### config.mk
export PLATFORM = sky130hd
export DESIGN_NAME = jtag_tap_ctrl
export DESIGN_NICKNAME = d
export VERILOG_FILES = /design/src/rtl/jtag_tap_ctrl.sv
export SDC_FILE = /design/constraint.sdc
export NUM_CORES = 1
export LEC_CHECK = 0
export CAP_MARGIN = 25
export CELL_PAD_IN_SITES_DETAIL_PLACEMENT = 2
export CELL_PAD_IN_SITES_GLOBAL_PLACEMENT = 2
export CORE_ASPECT_RATIO = 0.7
export CORE_MARGIN = 5
export CORE_UTILIZATION = 30
export CTS_CLUSTER_DIAMETER = 40
export DETAILED_ROUTE_END_ITERATION = 8
export PLACE_DENSITY = 0.74
export SLEW_MARGIN = 30
export SYNTH_ARGS = -nofsm -noshare
export SYNTH_HDL_FRONTEND = slang
export SYNTH_SLANG_ARGS = --single-unit
### constraint.sdc
create_clock -name tck -period 8.4 [get_ports tck]
set_input_delay 0.84 -clock tck [delete_from_list [all_inputs] [get_ports tck]]
set_output_delay 0.84 -clock tck [all_outputs]
set_load 0.05 [all_outputs]
### src/rtl/jtag_tap_ctrl.sv
// JTAG TAP controller: 1149.1 state machine, instruction register, BYPASS,
// IDCODE and a shared user shift register with per-user capture/update strobes.
module jtag_tap_ctrl #(
  parameter int unsigned          IR_WIDTH        = 4,
  parameter logic [31:0]          IDCODE_VAL      = 32'h1DC0_0A5F,
  parameter logic [IR_WIDTH-1:0]  IDCODE_INSTR    = 4'h1,
  parameter int unsigned          USER_NR         = 2,
  parameter int unsigned          USER_DR_WIDTH   = 32,
  parameter logic [IR_WIDTH-1:0]  USER_INSTR_BASE = 4'h8
) (
  input  logic                               tck,
  input  logic                               trst,
  input  logic                               tms,
  input  logic                               tdi,
  output logic                               tdo,
  output logic                               tdo_oe,
  output logic [3:0]                         state,
  output logic [IR_WIDTH-1:0]                ir,
  output logic [USER_NR-1:0]                 user_sel,
  output logic [USER_NR-1:0]                 user_capture,
  input  logic [USER_NR*USER_DR_WIDTH-1:0]   user_capture_data,
  output logic [USER_NR-1:0]                 user_update,
  output logic [USER_DR_WIDTH-1:0]           user_update_data
);

  typedef enum logic [3:0] {
    TLR       = 4'hF,
    RTI       = 4'hC,
    SEL_DR    = 4'h7,
    CAP_DR    = 4'h6,
    SHIFT_DR  = 4'h2,
    EXIT1_DR  = 4'h1,
    PAUSE_DR  = 4'h3,
    EXIT2_DR  = 4'h0,
    UPD_DR    = 4'h5,
    SEL_IR    = 4'h4,
    CAP_IR    = 4'hE,
    SHIFT_IR  = 4'hA,
    EXIT1_IR  = 4'h9,
    PAUSE_IR  = 4'hB,
    EXIT2_IR  = 4'h8,
    UPD_IR    = 4'hD
  } tap_state_e;

  tap_state_e cur, nxt;

  logic [IR_WIDTH-1:0]      ir_shift;
  logic                     bypass_reg;
  logic [31:0]              idcode_shift;
  logic [USER_DR_WIDTH-1:0] user_shift;
  logic [USER_DR_WIDTH-1:0] cap_slice;
  logic                     is_idcode;
  logic                     user_hit;

  always_ff @(posedge tck or posedge trst) begin
    if (trst) cur <= TLR;
    else      cur <= nxt;
  end

  always_comb begin
    nxt = cur;
    unique case (cur)
      TLR:      nxt = tms ? TLR      : RTI;
      RTI:      nxt = tms ? SEL_DR   : RTI;
      SEL_DR:   nxt = tms ? SEL_IR   : CAP_DR;
      CAP_DR:   nxt = tms ? EXIT1_DR : SHIFT_DR;
      SHIFT_DR: nxt = tms ? EXIT1_DR : SHIFT_DR;
      EXIT1_DR: nxt = tms ? UPD_DR   : PAUSE_DR;
      PAUSE_DR: nxt = tms ? EXIT2_DR : PAUSE_DR;
      EXIT2_DR: nxt = tms ? UPD_DR   : SHIFT_DR;
      UPD_DR:   nxt = tms ? SEL_DR   : RTI;
      SEL_IR:   nxt = tms ? TLR      : CAP_IR;
      CAP_IR:   nxt = tms ? EXIT1_IR : SHIFT_IR;
      SHIFT_IR: nxt = tms ? EXIT1_IR : SHIFT_IR;
      EXIT1_IR: nxt = tms ? UPD_IR   : PAUSE_IR;
      PAUSE_IR: nxt = tms ? EXIT2_IR : PAUSE_IR;
      EXIT2_IR: nxt = tms ? UPD_IR   : SHIFT_IR;
      UPD_IR:   nxt = tms ? SEL_DR   : RTI;
      default:  nxt = TLR;
    endcase
  end

  assign state = cur;

  // IDCODE wins over a colliding user opcode; all-ones is always BYPASS.
  always_comb begin
    user_sel  = '0;
    cap_slice = '0;
    is_idcode = (ir == IDCODE_INSTR);
    if (!is_idcode && ir != '1) begin
      for (int unsigned k = 0; k < USER_NR; k++) begin
        if (ir == IR_WIDTH'(USER_INSTR_BASE + k)) begin
          user_sel[k] = 1'b1;
          cap_slice   = user_capture_data[k*USER_DR_WIDTH +: USER_DR_WIDTH];
        end
      end
    end
    user_hit = |user_sel;
  end

  always_ff @(posedge tck or posedge trst) begin
    if (trst) begin
      ir               <= IDCODE_INSTR;
      ir_shift         <= '0;
      bypass_reg       <= 1'b0;
      idcode_shift     <= '0;
      user_shift       <= '0;
      user_update_data <= '0;
      user_update      <= '0;
      user_capture     <= '0;
    end else begin
      user_update  <= '0;
      user_capture <= '0;
      case (cur)
        TLR:      ir       <= IDCODE_INSTR;
        CAP_IR:   ir_shift <= IR_WIDTH'(2'b01);
        SHIFT_IR: ir_shift <= {tdi, ir_shift[IR_WIDTH-1:1]};
        UPD_IR:   ir       <= ir_shift;
        CAP_DR: begin
          if (is_idcode) begin
            idcode_shift <= IDCODE_VAL;
          end else if (user_hit) begin
            user_shift   <= cap_slice;
            user_capture <= user_sel;
          end else begin
            bypass_reg <= 1'b0;
          end
        end
        SHIFT_DR: begin
          if (is_idcode)     idcode_shift <= {tdi, idcode_shift[31:1]};
          else if (user_hit) user_shift   <= {tdi, user_shift[USER_DR_WIDTH-1:1]};
          else               bypass_reg   <= tdi;
        end
        UPD_DR: begin
          if (user_hit) begin
            user_update_data <= user_shift;
            user_update      <= user_sel;
          end
        end
        default: ;
      endcase
    end
  end

  always_comb begin
    tdo = 1'b0;
    if (cur == SHIFT_IR) begin
      tdo = ir_shift[0];
    end else if (cur == SHIFT_DR) begin
      if (is_idcode)     tdo = idcode_shift[0];
      else if (user_hit) tdo = user_shift[0];
      else               tdo = bypass_reg;
    end
  end

  assign tdo_oe = (cur == SHIFT_IR) || (cur == SHIFT_DR);

endmodule

==> results of run 1 <==
-- power groups by stage --
stage          Clock, mW  Combinational (mW)  Sequential (mW)
2_1_floorplan          0               0.527             1.12
3_3_place_gp           0                1.00            0.954
3_5_place_dp           0                1.03            0.975
4_1_cts            0.787                1.05            0.974
5_1_grt            0.811                1.10             1.00
6_report           0.765                1.02            0.967
-- metal layers --
metal | GRT usage [%] | wire (µm) | vias to the layer above
met2 | 23.2 | 6850 | 98
met1 | 18.1 | 6510 | 1871
met3 | 6.19 | 1090 | 15
li1 | - | - | 1710
met4 | 4.12 | 136 | 0
met5 | 0 | 0 | -
-- kinds of logic after synthesis --
kind of cell,Yosys count,synth area share [%]
muxes,162,33.4
and+or+nand+nor,74,6.94
buffers and inverters,74,6.13
AOI/OAI and AO/OA,20,2.31
DFF,113,51.2
-- worst paths after layout --
kind	slack [ns]	cells past startpoint	endpoint
worst max register to register	5.41	4	user_update_data[31]$_DFFE_PP0P_
min in group asynchronous	0.89	2	user_capture[1]$_DFF_PP0_
worst min-delay path	0.50	1	idcode_shift[21]$_DFFE_PP0P_
worst min register to register	0.50	1	idcode_shift[21]$_DFFE_PP0P_
max in group asynchronous	6.22	3	user_update_data[30]$_DFFE_PP0P_
worst max-delay path	4.13	4	tdo
-- worst max-delay path, delay by kind of cell, from the launching register on --
kind	cells	cell delay (ns)
compound gates	1	0.40
simple gates	1	0.77
buf+inv	2	1.20
flops	1	0.62
-- metrics by stage --
stage | power, mW | hold slack (ns) | worst slack (ns) | util (%) | cells
final | 2.76 | 0.497 | 4.13 | 41.5 | 804
after global routing | 2.92 | 0.516 | 3.99 | 41.5 | 804
after CTS | 2.81 | 0.502 | 4.06 | 41.5 | 804
after detailed placement | 2.01 | 0.490 | 4.52 | 38.0 | 772
after global placement | 1.96 | 0.481 | 4.54 | 38.0 | 772
after floorplan | 1.64 | 0.471 | 4.58 | - | 443
-- cells in the final DEF (no fill, tap or decap), drive strengths merged, types with 2 or more instances in the layout --
cell type	netlist	routed
bufinv	0	4
nand2b	7	7
dfstp	5	5
nor3b	2	2
nor2	26	26
o21a	2	2
clkinvlp	0	3
nand3	2	2
mux2	90	90
clkinv	0	7
dfrtp	108	108
mux2i	72	72
nand3b	2	2
nor3	3	3
clkdlybuf4s50	0	115
buf	16	5
or4b	2	2
a21oi	2	2
inv	47	47
nand2	12	12
nor2b	15	15
clkbuf	11	18
o21ai	8	8
-- area by class of cell --
cell class / instances / area (µm²) / area share [%]
clock buffers: 18 / 439 / 5.86
inverters: 47 / 179 / 2.39
clock inverters: 14 / 189 / 2.52
well taps: 236 / 295 / 3.94
flip-flops and latches: 113 / 2840 / 37.9
repair buffers: 120 / 1190 / 15.9
multi-input cells: 256 / 2360 / 31.6
==> reports/results.ini, run 1 <==
[status]
status=complete, no violations

[setup_path]
max_stage_delay_ns=0.87
slowest_stage=clkdlybuf4s50_1
crit_start=state[2]$_DFF_PP1_
critPathArrivalTime_ns=3.43
path_class=flop to output port
start_kind=flop
worstPathRequired_ns=7.56
reg2reg_from=state[2]$_DFF_PP1_
endpoint_kind=output port
crit_fanout=47
path_cells=or4b_2, buf_4, o32ai_1, clkdlybuf4s50_1

[routing]
first_pass_iters=4
dr.first_iter.drc_count=107
viasPerCell=4.59
route.detailed.drc=0
wl_um=14600
antenna_left=0
vias=3694
wl_per_cell_um=18.1

[floorplanning]
core_um2=18100
die_h_um=124
design.die.area_um2=21300
initial_core_util_pct=30.6
io_pins=116
rows=41
die_x_um=172

[pwr]
irDropWorstVdd_uv=182
p_clk_share_pct=27.7
seq_power_share_pct=35.1
p_switching_mw=1.04
p_int_mw=1.71
p_sw_share_pct=37.9
power.density_nw_per_um2=368
p_comb_share_pct=37.2
leakage_nw=3.67

[cells_and_area]
finalNetCount=623
final_area_um2=7490
layout_top_registers=idcode_shift (32), user_shift (32), user_update_data (32)
antenna_cells=0
area_delta_synth_final_pct=35.5
fillers=1816
layout-drive-gt1-share_pct=24.1

[place]
hpwl_um=9580
place_area_um2=6860
place_congestion=0.766
io_buffers=115

[grt]
grt_pass1_wl_um=23700
antenna_found_initial=0
grt-ovfl-total=0
grt_pass1_vias=4371
grt_use_total_pct=14.5
grt_start_max_net_pins=63

[clock_tree]
ctsHtreeMaxLevel=4
cts_tree=done
root_buffer=clkbuf_16
ctsResizeCount=0
hold_buffers=0
clk_pin_slew_ns=0.05
cts_sinks=113
cts_buffers=17
cts_setup_buffers=0
cts.path.max_buffers=2
insertion_delay_ns=0.42

[synthesis]
syn_nets=511
synth_most_common_cell=dfrtp_1
avgSynthCellArea_um2=12.5
synth-async-reset-ratio_pct=100
synth_area_leaders=dfrtp_1 49%, mux2i_1 13%, mux2_2 12%
yosys.area.top_type=dfrtp_1
ys_ff_latch=113
syn_inst=443
ys_top_cells_by_count=108 x dfrtp_1, 72 x mux2i_1, 60 x mux2_2
synth_edf_count=0
yosysWarningCount=0
synth_top_flop_cell=dfrtp_1
ys_seq_area_share_pct=51.2
yosysTopAreaCellShare_pct=48.9
netlist_area_um2=5530
ys_types=37

[timing]
max_freq_ghz=0.234
tns_ns=0
setup_viol=0
fin_crit_ns=4.27
skew_ns=0.0163
rsz0062_at_grt=no
worst_pin_slew_ns=0.857
relSlewSlack_pct=42.9
hold_viol=0
period_share_pct=50.8
drv_slew=0

[worst_hold_path]
hp-class=flop to flop
hold_start=idcode_shift[21]$_DFFE_PP0P_

[job]
cap_viol_max_count=0

No activity file was read; power rests on OpenSTA's default activity.
==> run 2, diff against run 1 <==
--- a/config.mk
+++ b/config.mk
@@ -13,7 +13,7 @@
 export CORE_UTILIZATION = 30
 export CTS_CLUSTER_DIAMETER = 40
 export DETAILED_ROUTE_END_ITERATION = 8
-export PLACE_DENSITY = 0.74
+export PLACE_DENSITY = 0.77
 export SLEW_MARGIN = 30
 export SYNTH_ARGS = -nofsm -noshare
 export SYNTH_HDL_FRONTEND = slang
==> constraint.sdc (replaced) <==
create_clock -name tck -period 3.76 [get_ports tck]
set_input_delay 0.376 -clock tck [delete_from_list [all_inputs] [get_ports tck]]
set_output_delay 0.376 -clock tck [all_outputs]
set_load 0.05 [all_outputs]
==> run 2 against run 1 <==
Compared with the run above:
- setup slack got worse by 3.3 ns
- wire length increased by 5.2%
- final area about the same
- clock-buffer cell count increased by 4
- clock power increased by 110%
- hold slack got worse by 0.045 ns
- first-iteration DRC count increased by 87%
- global-route usage increased by 0.80 points
- critical path depth decreased by 1
- die area unchanged
- via count increased by 1.9%
- sequential cell count unchanged
==> reports/results.ini, run 2 (same netlist as run 1, synthesis figures left out) <==
[floorplanning]
die_x_um=172  ; unchanged
io_pins=116  ; unchanged
initial_core_util_pct=30.6  ; unchanged
design.die.area_um2=21300  ; unchanged
die_h_um=124  ; unchanged
rows=41  ; unchanged
core_um2=18100  ; unchanged

[clock_tree]
root_buffer=clkbuf_16  ; unchanged
cts.path.max_buffers=2  ; unchanged
cts_buffers=17  ; unchanged
cts_tree=done  ; unchanged
clk_pin_slew_ns=0.06  ; was 0.05 ns
ctsResizeCount=0  ; unchanged
hold_buffers=0  ; unchanged
cts_setup_buffers=0  ; unchanged
cts_sinks=113  ; unchanged
ctsHtreeMaxLevel=4  ; unchanged
insertion_delay_ns=0.41  ; was 0.42 ns

[timing]
setup_viol=0  ; unchanged
max_freq_ghz=0.347
fin_crit_ns=2.88
skew_ns=0.00718  ; was 0.0163 ns
relSlewSlack_pct=47.4  ; was 42.9%
hold-worst-slack_ns=0.452  ; was 0.497 ns
hold_viol=0  ; unchanged
tns_ns=0  ; unchanged
drv_slew=0  ; unchanged
worst_pin_slew_ns=0.785  ; was 0.857 ns
period_share_pct=76.6
rsz0062_at_grt=no  ; unchanged

[place]
io_buffers=115  ; unchanged
dpl.cell_count=775  ; was 772
place_congestion=0.747  ; was 0.766
hpwl_um=10400  ; was 9580 µm

[cells_and_area]
layout_top_registers=idcode_shift (32), user_shift (32), user_update_data (32)  ; unchanged
finalNetCount=626  ; was 623
layout_common_cells=114 x clkdlybuf4s50_1, 108 x dfrtp_1, 72 x mux2i_1, 60 x mux2_2, 46 x inv_1  ; was 115 x clkdlybuf4s50_1, 108 x dfrtp_1, 72 x mux2i_1, 60 x mux2_2, 46 x inv_1
area_delta_synth_final_pct=35.4  ; was 35.5%
final_common_cell=clkdlybuf4s50_1  ; unchanged
fin_cells=807  ; was 804
layout-drive-gt1-share_pct=24.3  ; was 24.1%
antenna_cells=0  ; unchanged

[setup_path]
crit_start=state[1]$_DFF_PP1_  ; was state[2]$_DFF_PP1_
crit_fanout=14  ; was 47
endpoint_kind=output port  ; unchanged
path_class=flop to output port  ; unchanged
worstPathRequired_ns=3.38  ; was 7.56 ns
critPathArrivalTime_ns=2.50  ; was 3.43 ns
ff2ff_path_depth=4  ; unchanged
reg2reg_from=state[1]$_DFF_PP1_  ; was state[2]$_DFF_PP1_
start_kind=flop  ; unchanged

[grt]
grt_pass1_vias=4467  ; was 4371
grt_pass1_wl_um=24900  ; was 23700 µm
grt_start_max_net_pins=75  ; was 63
antenna_found_initial=0  ; unchanged
grt_use_total_pct=15.3  ; was 14.5%
grt-ovfl-total=0  ; unchanged

[routing]
vias=3764  ; was 3694
dr.first_iter.drc_count=200  ; was 107
wl_met3_um=1030  ; was 1090 µm
viasPerCell=4.66  ; was 4.59
first_pass_iters=4  ; unchanged
wl_per_cell_um=19.0  ; was 18.1 µm
wl_um=15300  ; was 14600 µm
m1WireLength_um=6840  ; was 6510 µm
routed-wl-met2_um=7290  ; was 6850 µm
top_layer_used=met4  ; unchanged
antenna_left=0  ; unchanged
route.detailed.drc=0  ; unchanged

[job]
cap_viol_max_count=0  ; unchanged

[pwr]
leakage_nw=3.68  ; was 3.67 nW
power.density_nw_per_um2=816  ; was 368 nW/µm²
irDropWorstVdd_uv=320  ; was 182 µV

[status]
status=complete, no violations  ; unchanged

[worst_hold_path]
hp-class=input port to async pin  ; was flop to flop

## run 2: cell count changes in the layout (fill, tap and decap cells not counted), sizes merged
cell	before	now
clkinvlp	3	2
clkbuf	18	22
clkdlybuf4s50	115	114
buf	5	9
bufinv	4	2
clkinv	7	6
## run 2: critical path: stages (launching register included)
cell and delay, ns:
dfstp_2 0.68, or4b_2 0.64, o32ai_1 0.55, buf_12 0.21
## run 2: stage by stage
| step | power [mW] | worst slack, ns | utilization [%] | instance area, µm² |
|---|---|---|---|---|
| 5_1_grt | 6.46 | 0.757 | 41.5 | 7490 |
| 6_report | 6.11 | 0.881 | 41.5 | 7490 |
| 3_3_place_gp | 4.40 | 1.30 | 38.2 | 6910 |
| 2_1_floorplan | 3.67 | 0.405 | - | 5530 |
| 4_1_cts | 6.21 | 0.825 | 41.5 | 7490 |
| 3_5_place_dp | 4.53 | 1.18 | 38.2 | 6910 |
## run 2: layer usage
layer / GRT usage, % / vias up
met5: 0 / -
met4: 4.47 / 0
li1: - / 1729
met1: 19.5 / 1914
met2: 24.9 / 102
met3: 5.23 / 19
## run 2: final cells by class
type	instances	area [µm²]
clock buffer	22	474
multi-input combinational	256	2360
timing repair buffer	123	1230
tap	236	295
inverter	47	181
sequential	113	2830
fill	1856	10600
clock inverter	10	109
## run 2: final timing paths
path                                                 to  slack, ns
hold reg to reg            idcode_shift[20]$_DFFE_PP0P_       0.50
setup reg to reg           idcode_shift[31]$_DFFE_PP0P_       1.11
max in group asynchronous  idcode_shift[11]$_DFFE_PP0P_       2.59
setup / recovery                                    tdo       0.88
hold / removal             idcode_shift[18]$_DFFE_PP0P_       0.45
min in group tck           idcode_shift[20]$_DFFE_PP0P_       0.50
## run 2: power by group
group / switching [mW] / leakage (nW) / internal [mW]
sequential: 0.388 / 1.38 / 1.67
combinational: 1.40 / 2.01 / 1.05
clock: 0.584 / 0.286 / 1.02
total: 2.38 / 3.68 / 3.74
